===== config.mk =====
export PLATFORM = sky130hd
export DESIGN_NAME = fetch_unit
export DESIGN_NICKNAME = d
export VERILOG_FILES = /design/src/rtl/fetch_unit.sv
export SDC_FILE = /design/constraint.sdc
export NUM_CORES = 1
export LEC_CHECK = 0
export BUFFER_PORTS_ARGS = -buffer_cell sky130_fd_sc_hd__buf_4
export CELL_PAD_IN_SITES_DETAIL_PLACEMENT = 0
export CELL_PAD_IN_SITES_GLOBAL_PLACEMENT = 1
export CORE_ASPECT_RATIO = 1.5
export CORE_UTILIZATION = 29
export DETAILED_ROUTE_END_ITERATION = 8
export GPL_TIMING_DRIVEN = 1
export PLACE_DENSITY_LB_ADDON = 0.1
export SLEW_MARGIN = 20
export SYNTH_ARGS = -nofsm -noshare
export SYNTH_HDL_FRONTEND = slang
export SYNTH_SLANG_ARGS = --single-unit

===== constraint.sdc =====
create_clock -name clk_i -period 18 [get_ports clk_i]
set_input_delay 1.8 -clock clk_i [delete_from_list [all_inputs] [get_ports clk_i]]
set_output_delay 1.8 -clock clk_i [all_outputs]
set_load 0.03 [all_outputs]

===== src/rtl/fetch_unit.sv =====
// Instruction-fetch stage: owns the fetch PC, drives the imem handshake, buffers responses
// in a small queue and redirects on predictor flush/hit. FETCH_PERF_EN adds perf counters.
module fetch_unit #(
    parameter logic [31:0] RESET_PC = 32'h0000_0000,
    parameter int          FQ_DEPTH = 2
) (
    input  logic        clk_i,
    input  logic        rst_i,
    input  logic        flush_br,
    input  logic        hit,
    input  logic [31:0] npc,
    input  logic        id_ready,
    output logic        imem_req,
    output logic [31:0] imem_addr,
    input  logic        imem_gnt,
    input  logic        imem_rvalid,
    input  logic [31:0] imem_rdata,
    output logic        valid_IF,
    output logic [31:0] pc_IF,
    output logic [31:0] instr_IF
`ifdef FETCH_PERF_EN
    ,
    output logic [31:0] perf_redirect_cnt,
    output logic [31:0] perf_bubble_cnt
`endif
);
    localparam int              PW        = $clog2(FQ_DEPTH);
    localparam int              CW        = PW + 1;
    localparam logic [31:0]     NOP       = 32'h0000_0013;
    localparam logic [6:0]      OP_BRANCH = 7'b1100011;
    localparam logic [PW-1:0]   PTR_ONE   = PW'(1);
    localparam logic [CW:0]     CAP       = (CW + 1)'(FQ_DEPTH);
    localparam logic [CW-1:0]   FULL_CNT  = CW'(FQ_DEPTH);

    logic [31:0]   fpc_q, fpc_d;
    logic [31:0]   fq_pc_q    [FQ_DEPTH];
    logic [31:0]   fq_pc_d    [FQ_DEPTH];
    logic [31:0]   fq_instr_q [FQ_DEPTH];
    logic [31:0]   fq_instr_d [FQ_DEPTH];
    logic [31:0]   pf_pc_q    [FQ_DEPTH];
    logic [31:0]   pf_pc_d    [FQ_DEPTH];
    logic [PW-1:0] fq_rd_q, fq_rd_d, fq_wr_q, fq_wr_d;
    logic [PW-1:0] pf_rd_q, pf_rd_d, pf_wr_q, pf_wr_d;
    logic [CW-1:0] fq_cnt_q, fq_cnt_d;
    logic [CW-1:0] out_q, out_d;
    logic [CW-1:0] drop_q, drop_d;

    logic          issue_s, gnt_s, resp_s, drop_resp_s, push_s, pop_s;
    logic          valid_s, head_br_s, hit_take_s, redirect_s;
    logic [CW-1:0] out_next_s;
    logic [31:0]   npc_al_s;

    // Handshake qualification and redirect arbitration (flush beats hit; hit waits for the branch to pop)
    always_comb begin
        issue_s     = !rst_i && (({1'b0, fq_cnt_q} + {1'b0, out_q}) < CAP);
        gnt_s       = issue_s && imem_gnt;
        resp_s      = imem_rvalid && (out_q != '0);
        drop_resp_s = resp_s && (drop_q != '0);
        valid_s     = (fq_cnt_q != '0);
        pop_s       = valid_s && id_ready;
        head_br_s   = (fq_instr_q[fq_rd_q][6:0] == OP_BRANCH);
        hit_take_s  = !flush_br && hit && pop_s && head_br_s;
        redirect_s  = flush_br || hit_take_s;
        npc_al_s    = npc & 32'hFFFF_FFFC;
        out_next_s  = out_q + CW'(gnt_s) - CW'(resp_s);
        push_s      = resp_s && !drop_resp_s && !redirect_s;
    end

    // Next-state for fetch PC, in-flight accounting and queue pointers
    always_comb begin
        fpc_d    = fpc_q;
        out_d    = out_next_s;
        drop_d   = drop_q;
        fq_rd_d  = fq_rd_q;
        fq_wr_d  = fq_wr_q;
        fq_cnt_d = fq_cnt_q;
        pf_rd_d  = resp_s ? pf_rd_q + PTR_ONE : pf_rd_q;
        pf_wr_d  = gnt_s  ? pf_wr_q + PTR_ONE : pf_wr_q;
        if (redirect_s) begin
            fpc_d    = npc_al_s;
            drop_d   = out_next_s;
            fq_rd_d  = '0;
            fq_wr_d  = '0;
            fq_cnt_d = '0;
        end else begin
            fpc_d    = gnt_s ? fpc_q + 32'd4 : fpc_q;
            drop_d   = drop_resp_s ? drop_q - CW'(1) : drop_q;
            fq_rd_d  = pop_s  ? fq_rd_q + PTR_ONE : fq_rd_q;
            fq_wr_d  = push_s ? fq_wr_q + PTR_ONE : fq_wr_q;
            fq_cnt_d = fq_cnt_q + CW'(push_s) - CW'(pop_s);
        end
    end

    // Storage writes: issued-address FIFO and fetch-queue payload
    always_comb begin
        pf_pc_d    = pf_pc_q;
        fq_pc_d    = fq_pc_q;
        fq_instr_d = fq_instr_q;
        if (gnt_s) begin
            pf_pc_d[pf_wr_q] = fpc_q;
        end else begin
            pf_pc_d = pf_pc_q;
        end
        if (push_s) begin
            fq_pc_d[fq_wr_q]    = pf_pc_q[pf_rd_q];
            fq_instr_d[fq_wr_q] = imem_rdata;
        end else begin
            fq_instr_d = fq_instr_q;
        end
    end

    // Control state register with synchronous reset
    always_ff @(posedge clk_i) begin
        if (rst_i) begin
            fpc_q    <= RESET_PC;
            out_q    <= '0;
            drop_q   <= '0;
            fq_rd_q  <= '0;
            fq_wr_q  <= '0;
            fq_cnt_q <= '0;
            pf_rd_q  <= '0;
            pf_wr_q  <= '0;
        end else begin
            fpc_q    <= fpc_d;
            out_q    <= out_d;
            drop_q   <= drop_d;
            fq_rd_q  <= fq_rd_d;
            fq_wr_q  <= fq_wr_d;
            fq_cnt_q <= fq_cnt_d;
            pf_rd_q  <= pf_rd_d;
            pf_wr_q  <= pf_wr_d;
        end
    end

    // Payload storage; contents are qualified by the pointers, so no reset needed
    always_ff @(posedge clk_i) begin
        pf_pc_q    <= pf_pc_d;
        fq_pc_q    <= fq_pc_d;
        fq_instr_q <= fq_instr_d;
    end

    assign imem_req  = issue_s;
    assign imem_addr = fpc_q;
    assign valid_IF  = valid_s;
    assign pc_IF     = valid_s ? fq_pc_q[fq_rd_q]    : RESET_PC;
    assign instr_IF  = valid_s ? fq_instr_q[fq_rd_q] : NOP;

`ifdef FETCH_PERF_EN
    logic [31:0] perf_redirect_q, perf_redirect_d;
    logic [31:0] perf_bubble_q, perf_bubble_d;

    // Counters wrap naturally at 2^32
    always_comb begin
        perf_redirect_d = perf_redirect_q + 32'(redirect_s);
        perf_bubble_d   = perf_bubble_q + 32'(!valid_s);
    end

    // Perf counter registers
    always_ff @(posedge clk_i) begin
        if (rst_i) begin
            perf_redirect_q <= 32'd0;
            perf_bubble_q   <= 32'd0;
        end else begin
            perf_redirect_q <= perf_redirect_d;
            perf_bubble_q   <= perf_bubble_d;
        end
    end

    assign perf_redirect_cnt = perf_redirect_q;
    assign perf_bubble_cnt   = perf_bubble_q;
`endif

    fetch_unit_chk #(.CW(CW), .FULL_CNT(FULL_CNT)) u_chk (
        .clk_i    (clk_i),
        .rst_i    (rst_i),
        .push_i   (push_s),
        .fq_cnt_i (fq_cnt_q),
        .out_i    (out_q)
    );
endmodule

// Invariants of the fetch queue: never pushed while full, in-flight count bounded.
module fetch_unit_chk #(
    parameter int            CW       = 2,
    parameter logic [CW-1:0] FULL_CNT = '1
) (
    input logic          clk_i,
    input logic          rst_i,
    input logic          push_i,
    input logic [CW-1:0] fq_cnt_i,
    input logic [CW-1:0] out_i
);
    a_no_push_full: assert property (@(posedge clk_i) disable iff (rst_i)
        !(push_i && (fq_cnt_i == FULL_CNT)));
    a_out_bound: assert property (@(posedge clk_i) disable iff (rst_i)
        (out_i <= FULL_CNT));
endmodule

# == Word level (Yosys, flattened, before mapping) ==
# Cells that the tools add are included.
# totals
elab_cells,83
regBits,234
# classes
n_reduce_logical,23
bitwise,4
n_mux,22
eq_ne,1
magnitude_cmp,7
add_sub_neg,11
# ops
cell,count
32-bit two-way mux,15
64-bit bitwise mux,3
32-bit demux with 1-bit select,2
"32-bit by 3-bit adder with 32-bit output, second input constant",1
1-bit logical AND,12
2-bit nonzero test,5
"2-bit >= comparator, second input constant",4
1-bit NOT with 2-bit output,4
"7-bit == test, second input constant",1
"1-bit adder, second input constant",4
2-bit by 1-bit adder with 2-bit output,2
1-bit logical NOT,4
"2-bit by 1-bit < comparator with 1-bit output, second input constant",2
2-bit two-way mux,2
2-bit by 1-bit subtractor with 2-bit output,2
2-bit by 2-bit adder with 3-bit output,1
"3-bit by 2-bit < comparator with 1-bit output, second input constant",1
2-bit OR reduction,1
"2-bit by 1-bit subtractor with 2-bit output, second input constant",1
1-bit logical OR,1

# == Longest topological paths before layout ==
# Gate-level depths: netlist of run 1.
# logic_depth
depth_word,11
depth_mapped,13
mapped_depth_nobuf,11

# == Worst setup path after synthesis of run 1 ==
# No wires, ideal clock.
# synth_timing
path_type,in2reg
start,input id_ready
end,"register fq_instr_q[0] (netlist bit), enable pin"
slack_ps,10863
setup_ps,558
arrival_time_ps,6579
t_required_ps,17442
n_path_buf,0
cell_stages,5
cell_sequence,nand2_1 -> nor3_1 -> o211ai_1 -> nand2_1 -> nor3_1
# synth_via
elab_chain_len,6
# synth_lines
item,line_no,rtl
start: declaration,12,"input logic id_ready,"
1-bit logical AND,60,pop_s = valid_s && id_ready;
1-bit logical AND (2 in a row),62,hit_take_s = !flush_br && hit && pop_s && head_br_s;
1-bit logical OR,63,redirect_s = flush_br || hit_take_s;
1-bit logical NOT,66,push_s = resp_s && !drop_resp_s && !redirect_s;
1-bit logical AND,66,
end signal: assignment,139,fq_instr_q <= fq_instr_d;
end: declaration,38,logic [31:0] fq_instr_q [FQ_DEPTH];
# Every way passes these cells.
# A chain may end at the register's enable or synchronous reset.

# == Worst setup path after layout of run 1 ==
# layout_timing
start,input rst_i
end,output imem_req
# layout_via
elab_chain_len,2
# layout_lines
item,line_no,rtl
start: declaration,8,"input logic rst_i,"
1-bit logical NOT,55,"issue_s = !rst_i && (({1'b0, fq_cnt_q} + {1'b0, out_q}) < CAP);"
1-bit logical AND,55,
end: declaration,13,"output logic imem_req,"
# Every way passes these cells.

==> results of run 1 <==
metal layers:
layer  global-route usage (%)  vias to the layer above  wire length [um]
li1                         -                     2653                 -
met1                     16.6                     2742              9290
met2                     25.8                      141             11500
met3                     2.12                       26              1010
met4                     4.62                        0               471
met5                        0                        -                 0
logic make-up (layout without fill, tap and decap cells):
family	Yosys count	after routing	share of synthesized area (%)
xor gates and xnor gates	36	36	3.46
buffers and inverters	44	218	2.07
muxes	90	90	10.3
and+or+nand+nor	152	152	8.64
adders and majority gates	7	7	1.04
AOI/OAI and AO/OA	70	70	4.96
DFF	224	224	69.5
other	1	4	0.0412
through the flow:
stage | utilization [%] | hold WS (ps) | cells | power (mW) | setup slack, ps
after global placement | 34.8 | 541 | 1167 | 0.834 | 13210
after detailed placement | 34.8 | 541 | 1167 | 0.839 | 13180
after global routing | 37.0 | 566 | 1206 | 1.31 | 13500
after CTS | 37.0 | 547 | 1206 | 1.28 | 13480
after floorplan | - | 498 | 627 | 0.768 | 10860
final | 37.0 | 546 | 1206 | 1.26 | 13510
sequential cells by signal, summed over array words and instances (netlist names):
register	cells
imem_addr	30
pf_rd_q	1
fq_pc_q	60
fq_rd_q	1
out_q	2
pf_wr_q	1
fq_cnt_q	2
pf_pc_q	60
drop_q	2
fq_wr_q	1
fq_instr_q	64
cell usage in the layout (no fill, tap or decap), types with 17 or more instances in the layout:
cell type  instances
buf_4            171
mux2i_1           60
xor2_1            23
mux2_2            30
nand2_1           20
nor2_1            66
a21oi_1           32
dfxtp_1           39
edfxtp_1         184
clkbuf_16         23
nand4_1           17
a211oi_1          28
layout make-up:
type                    instances  share of cell area, %
flip-flops and latches        224                   55.3
multi-input cells             359                   22.9
repair buffers                171                   11.2
clock buffers                  31                   5.29
well taps                     405                   4.43
clock inverters                 8                  0.568
inverters                       8                  0.262
worst max path at each step:
stage                                    end  cells after the start  slack [ps]
floorplan            fq_instr_q[0]$_DFFE_PP_                      5       10860
global placement       fq_pc_q[50]$_DFFE_PP_                      5       13210
detailed placement  fq_instr_q[21]$_DFFE_PP_                      5       13180
CTS                                 imem_req                      3       13480
global route                        imem_req                      3       13500
finish                              imem_req                      3       13510
power by group through the flow:
stage                     clock (mW)  combinational [mW]  sequential, mW
final                          0.437               0.188           0.635
after global routing           0.467               0.206           0.640
after CTS                      0.454               0.193           0.636
after detailed placement           0               0.192           0.647
after global placement             0               0.189           0.646
after floorplan                    0               0.116           0.652
worst max-delay path: stages:
cell	delay [ps]
buf_4	270
nor3_1	370
buf_4	240
==> impl_metrics.prom, run 1 <==
# TYPE chip_impl_metric gauge
chip_impl_metric{name="floorplan.io_pins",unit=""} 169
chip_impl_metric{name="synthesis.area",unit="mm^2"} 0.00911
chip_impl_info{name="most_instantiated_library_cell_after_synthesis",value="edfxtp_1"} 1
chip_impl_metric{name="firstDrtPassIters",unit=""} 6
chip_impl_metric{name="timing.critical_path.fanout_max",unit=""} 42
chip_impl_metric{name="grt_util_all_layers",unit="%"} 14.0
chip_impl_metric{name="setup_viol",unit=""} 0
chip_impl_metric{name="share_seq_of_total_power",unit="%"} 50.4
chip_impl_metric{name="worst-r2r-cell-count",unit=""} 7
chip_impl_info{name="worst_hold_path_type",value="reg -> reg"} 1
chip_impl_metric{name="placement.cell_area",unit="mm^2"} 0.0108
chip_impl_info{name="crit_type",value="in -> out"} 1
chip_impl_metric{name="numCtsBuffers",unit=""} 23
chip_impl_metric{name="finalWorstPathRequiredPeriod",unit="ps"} 4490
chip_impl_metric{name="yosys.area.top_type_share",unit="%"} 60.7
chip_impl_metric{name="first_iter_violations",unit=""} 189
chip_impl_metric{name="htreeDepth",unit=""} 1
chip_impl_metric{name="worstMarginPinSlew",unit="ps"} 1060
chip_impl_metric{name="die_width",unit="um"} 147
chip_impl_info{name="startpoint_type",value="primary input"} 1
chip_impl_metric{name="min_delay_path_depth",unit=""} 0
chip_impl_metric{name="area_added_between_synthesis_and_finish",unit="%"} 25.7
chip_impl_metric{name="arrival",unit="ps"} 2690
chip_impl_metric{name="via_count",unit=""} 5562
chip_impl_metric{name="grt_start_max_net_pins",unit=""} 61
chip_impl_metric{name="number_of_buffers_on_the_longest_clock_path",unit=""} 3
chip_impl_metric{name="num_antenna_cells",unit=""} 0
chip_impl_metric{name="required_time_at_the_worst_slack_endpoint",unit="ps"} 16200
chip_impl_metric{name="wire_length_of_the_first_global_routing_pass",unit="um"} 34200
chip_impl_info{name="synth_top_flop_cell",value="edfxtp_1"} 1
chip_impl_metric{name="number_of_synthesized_flops_with_an_enable_pin",unit=""} 184
chip_impl_metric{name="ant_nets",unit=""} 0
chip_impl_metric{name="avgRoutedWirePerCell",unit="um"} 18.4
chip_impl_metric{name="fraction_of_the_yosys_area_taken_by_sequential_cells",unit="%"} 69.5
chip_impl_metric{name="postSynthRegisterBits",unit=""} 224
chip_impl_metric{name="synthesis.area_per_instance",unit="um^2"} 14.6
chip_impl_metric{name="hpwlAfterDp",unit="um"} 14200
chip_impl_info{name="worst_r2r_endpoint",value="fq_pc_q[20]$_DFFE_PP_"} 1
chip_impl_info{name="yosys-top-cells-area",value="edfxtp_1, dfxtp_1, mux2i_1"} 1
chip_impl_metric{name="finalNetCount",unit=""} 865
chip_impl_metric{name="power.share.combinational",unit="%"} 14.9
chip_impl_metric{name="ys.warnings.count",unit=""} 0
chip_impl_metric{name="synth_cell_type_count",unit=""} 44
chip_impl_metric{name="hold_viol",unit=""} 0
chip_impl_metric{name="drc_errors",unit=""} 2
chip_impl_metric{name="avgViaCountPerCell",unit=""} 4.61
chip_impl_metric{name="timing_max_transition_violations_final",unit=""} 0
chip_impl_metric{name="clk_latency",unit="ps"} 520
chip_impl_info{name="violations_in_the_final_reports",value="DRC"} 1
chip_impl_metric{name="multiInputGateArea",unit="mm^2"} 0.00263
chip_impl_metric{name="power_per_cell_area",unit="mW/mm^2"} 110
chip_impl_metric{name="ff2ff_setup_slack",unit="ps"} 14530
chip_impl_metric{name="clk_slew_on_worst_s_h_paths",unit="ps"} 60
chip_impl_metric{name="net-switching-power",unit="mW"} 0.322
chip_impl_metric{name="wl",unit="um"} 22200
chip_impl_info{name="min_from",value="imem_addr[31]$_SDFFE_PP0P_"} 1
chip_impl_metric{name="fp.dieArea",unit="mm^2"} 0.0321
chip_impl_info{name="rsz0062_at_grt",value="false"} 1
chip_impl_metric{name="p_sw_share",unit="%"} 25.6
chip_impl_metric{name="share_of_async_settable_or_async_resettable_flops_after_synthesis",unit="%"} 0
chip_impl_info{name="worstReg2RegStart",value="fq_rd_q$_SDFFE_PP0N_"} 1
chip_impl_metric{name="finalWeightedCongestion",unit=""} 0.739
chip_impl_metric{name="num_rows",unit=""} 79
chip_impl_info{name="post-synth-top-area-cell",value="edfxtp_1"} 1
chip_impl_info{name="endpoint_of_the_worst_hold_path",value="pf_pc_q[63]$_DFFE_PP_"} 1
chip_impl_info{name="endpoint_kind",value="primary output"} 1
chip_impl_info{name="timing.critical_path.from",value="rst_i"} 1
chip_impl_metric{name="floorplan.core_area",unit="mm^2"} 0.0309
chip_impl_metric{name="max_freq",unit="GHz"} 0.223
chip_impl_metric{name="cts_hold_buf",unit=""} 0
chip_impl_info{name="root_buffer",value="clkbuf_16"} 1
chip_impl_metric{name="internal_power",unit="mW"} 0.938
chip_impl_metric{name="finalClockSkew",unit="ps"} 12.2
chip_impl_metric{name="filler_cell_count",unit=""} 3018
chip_impl_metric{name="number_of_resized_instances_in_the_post_cts_repair_step",unit=""} 0
chip_impl_metric{name="max_cap_violations",unit=""} 0
chip_impl_metric{name="worst_ir_drop_vdd",unit="uV"} 67.4
chip_impl_info{name="tritoncts",value="done"} 1
chip_impl_metric{name="setup-tns-final",unit="ps"} 0
chip_impl_metric{name="port_buffers",unit=""} 162
chip_impl_metric{name="number_of_global_route_vias_before_repair",unit=""} 5905
chip_impl_metric{name="grt_remaining_overflow",unit=""} 0
chip_impl_metric{name="cts_setup_buffers",unit=""} 0
chip_impl_info{name="synthTopCellsByCount",value="edfxtp_1, nor2_1, mux2i_1, dfxtp_1, a21oi_1"} 1
chip_impl_metric{name="p_leak",unit="nW"} 3.97
chip_impl_metric{name="cts_num_sinks",unit=""} 224
chip_impl_metric{name="layout_worst_path_cycle_share",unit="%"} 24.9
chip_impl_metric{name="antenna_violations_before_repair",unit=""} 0
chip_impl_metric{name="layout.area.seq",unit="mm^2"} 0.00633
chip_impl_metric{name="die_h",unit="um"} 219
chip_impl_metric{name="worst_case_headroom_to_the_max_slew_limit",unit="%"} 29.2
chip_impl_metric{name="fraction_of_layout_instances_using_a_drive_strength_above_1",unit="%"} 30.3
chip_impl_info{name="run_status",value="finished with violations"} 1
chip_impl_metric{name="power_share_of_the_clock_group",unit="%"} 34.7
chip_impl_metric{name="start_util",unit="%"} 29.4
chip_impl_metric{name="postSynthCellCount",unit=""} 624
chip_impl_metric{name="stdcell_area",unit="mm^2"} 0.0114
Power figures use the tool's default switching activity.
==> inputs of run 2 (changes only) <==
==> constraint.sdc (replaced) <==
create_clock -name clk_i -period 4.1 [get_ports clk_i]
set_input_delay 0.41 -clock clk_i [delete_from_list [all_inputs] [get_ports clk_i]]
set_output_delay 0.41 -clock clk_i [all_outputs]
set_load 0.03 [all_outputs]
==> impl_metrics.prom, run 2 (synthesis gave the netlist of run 1 again) <==
# TYPE chip_impl_metric gauge
chip_impl_metric{name="htreeDepth",unit=""} 1
chip_impl_metric{name="finalWorstPathRequiredPeriod",unit="ps"} 3280
chip_impl_metric{name="avgRoutedWirePerCell",unit="um"} 18.4
chip_impl_metric{name="num_antenna_cells",unit=""} 0
chip_impl_metric{name="grt_util_all_layers",unit="%"} 14.0
chip_impl_metric{name="setup_viol",unit=""} 0
chip_impl_metric{name="placement.cell_area",unit="mm^2"} 0.0108
chip_impl_info{name="critPathSlowestCell",value="nor4b_4"} 1
chip_impl_metric{name="grt_remaining_overflow",unit=""} 0
chip_impl_metric{name="numCtsBuffers",unit=""} 22
chip_impl_metric{name="number_of_global_route_vias_before_repair",unit=""} 5844
chip_impl_info{name="final_cell_mix",value="edfxtp_1, buf_4, nor2_1"} 1
chip_impl_info{name="endpoint_kind",value="flip-flop"} 1
chip_impl_info{name="path_cells",value="and2_1, fa_1, nor4b_4, inv_2, nor4_4, buf_4, nand4_1, or3_1, a311oi_1"} 1
chip_impl_metric{name="worstMarginPinSlew",unit="ps"} 857
chip_impl_info{name="timing.critical_path.max_delay_family",value="simple AND/OR/NAND/NOR gates"} 1
chip_impl_metric{name="firstDrtPassIters",unit=""} 6
chip_impl_info{name="root_buffer",value="clkbuf_16"} 1
chip_impl_metric{name="worst_case_headroom_to_the_max_slew_limit",unit="%"} 42.3
chip_impl_info{name="startpoint_type",value="flip-flop"} 1
chip_impl_metric{name="p_leak",unit="nW"} 4.03
chip_impl_metric{name="arrival",unit="ps"} 3700
chip_impl_metric{name="power_per_cell_area",unit="mW/mm^2"} 489
chip_impl_metric{name="setup-tns-final",unit="ps"} 0
chip_impl_metric{name="clk_slew_on_worst_s_h_paths",unit="ps"} 70
chip_impl_metric{name="number_of_resized_instances_in_the_post_cts_repair_step",unit=""} 0
chip_impl_metric{name="cts_hold_buf",unit=""} 0
chip_impl_info{name="worst_hold_path_type",value="in -> reg"} 1
chip_impl_metric{name="num_rows",unit=""} 79
chip_impl_metric{name="final_core_util",unit="%"} 37.4
chip_impl_metric{name="stdcell_area",unit="mm^2"} 0.0116
chip_impl_metric{name="floorplan.io_pins",unit=""} 169
chip_impl_metric{name="start_util",unit="%"} 29.4
chip_impl_metric{name="total_power",unit="mW"} 5.65
chip_impl_metric{name="area_added_between_synthesis_and_finish",unit="%"} 26.9
chip_impl_metric{name="largest_reg_flops",unit=""} 64
chip_impl_metric{name="antenna_violations_before_repair",unit=""} 0
chip_impl_metric{name="multiInputGateArea",unit="mm^2"} 0.00264
chip_impl_metric{name="number_of_buffers_on_the_longest_clock_path",unit=""} 3
chip_impl_metric{name="timing_max_transition_violations_final",unit=""} 0
chip_impl_info{name="crit_type",value="reg -> reg"} 1
chip_impl_info{name="most_common_cell_after_layout_fill_and_taps_aside",value="edfxtp_1"} 1
chip_impl_metric{name="finalWeightedCongestion",unit=""} 0.758
chip_impl_metric{name="critical_path.max_stage_delay",unit="ps"} 600
chip_impl_info{name="tritoncts",value="done"} 1
chip_impl_metric{name="avgViaCountPerCell",unit=""} 4.62
chip_impl_metric{name="die_h",unit="um"} 219
chip_impl_metric{name="wl",unit="um"} 22300
chip_impl_metric{name="timing.critical_path.fanout_max",unit=""} 11
chip_impl_metric{name="worst_hold_slack",unit="ps"} 85.1
chip_impl_metric{name="grt_start_max_net_pins",unit=""} 61
chip_impl_metric{name="fraction_of_layout_instances_using_a_drive_strength_above_1",unit="%"} 31.0
chip_impl_metric{name="first_iter_violations",unit=""} 214
chip_impl_info{name="violations_in_the_final_reports",value="DRC"} 1
chip_impl_metric{name="max_freq",unit="GHz"} 0.305
chip_impl_metric{name="path_buf_inv",unit=""} 2
chip_impl_info{name="run_status",value="finished with violations"} 1
chip_impl_metric{name="worst_ir_drop_vdd",unit="uV"} 252
chip_impl_metric{name="layout.area.seq",unit="mm^2"} 0.00633
chip_impl_metric{name="ant_nets",unit=""} 0
chip_impl_info{name="top_reg_by_flops",value="fq_instr_q"} 1
chip_impl_metric{name="fp.dieArea",unit="mm^2"} 0.0321
chip_impl_metric{name="cts_num_sinks",unit=""} 224
chip_impl_metric{name="port_buffers",unit=""} 162
chip_impl_metric{name="max_cap_violations",unit=""} 0
chip_impl_metric{name="clk_latency",unit="ps"} 510
chip_impl_metric{name="hold_viol",unit=""} 0
chip_impl_info{name="largest_registers",value="fq_instr_q (64), fq_pc_q (60), pf_pc_q (60)"} 1
chip_impl_metric{name="cts_setup_buffers",unit=""} 0
chip_impl_metric{name="hpwlAfterDp",unit="um"} 14600
chip_impl_metric{name="floorplan.core_area",unit="mm^2"} 0.0309
chip_impl_metric{name="wire_length_of_the_first_global_routing_pass",unit="um"} 34400
chip_impl_metric{name="finalClockSkew",unit="ps"} 12.7
chip_impl_metric{name="layout_worst_path_cycle_share",unit="%"} 80.0
chip_impl_info{name="rsz0062_at_grt",value="false"} 1
chip_impl_metric{name="via_count",unit=""} 5600
chip_impl_metric{name="finalNetCount",unit=""} 868
chip_impl_metric{name="filler_cell_count",unit=""} 2988
chip_impl_metric{name="drc_errors",unit=""} 2
chip_impl_metric{name="required_time_at_the_worst_slack_endpoint",unit="ps"} 4520
chip_impl_metric{name="die_width",unit="um"} 147
run 2: cell count changes in the layout (fill, tap and decap cells not counted), sizes merged:
cell,previous run,this run
clkbuf,31,33
buf,171,175
bufinv,1,2
clkinv,7,5
run 2: layout make-up:
cell class                 count  area share (%)
clock buffer                  33            5.57
multi-input combinational    359            22.8
clock inverter                 7           0.715
sequential                   224            54.8
inverter                       8           0.260
timing repair buffer         175            11.5
tap                          405            4.39
run 2: worst paths after layout:
kind | end | depth (start not counted) | from | slack, ps
setup / recovery | imem_addr[28]$_SDFFE_PP0P_ | 9 | fq_cnt_q[0]$_SDFF_PP0_ | 820
hold / removal | fq_instr_q[32]$_DFFE_PP_ | 1 | imem_rdata[0] | 90
setup reg to reg | imem_addr[28]$_SDFFE_PP0P_ | 9 | fq_cnt_q[0]$_SDFF_PP0_ | 820
hold reg to reg | pf_pc_q[31]$_DFFE_PP_ | 0 | imem_addr[31]$_SDFFE_PP0P_ | 530
run 2: report_power, final:
group | total, mW | switching [mW] | internal (mW)
combinational | 0.829 | 0.496 | 0.334
clock | 2.03 | 0.826 | 1.21
sequential | 2.79 | 0.0949 | 2.69
run 2: per-layer routing:
metal / part of all wire [%] / vias to the layer above / global-route usage (%)
li1: - / 2666 / -
met1: 41 / 2751 / 16.9
met2: 52 / 156 / 25.5
met3: 4.9 / 27 / 2.04
met4: 2.0 / 0 / 4.24
met5: 0 / - / 0
run 2: per-stage QoR:
stage,worst slack [ps],cells
detailed placement,799,1171
global placement,853,1171
floorplan,-105,627
global route,510,1211
CTS,766,1211
finish,820,1211
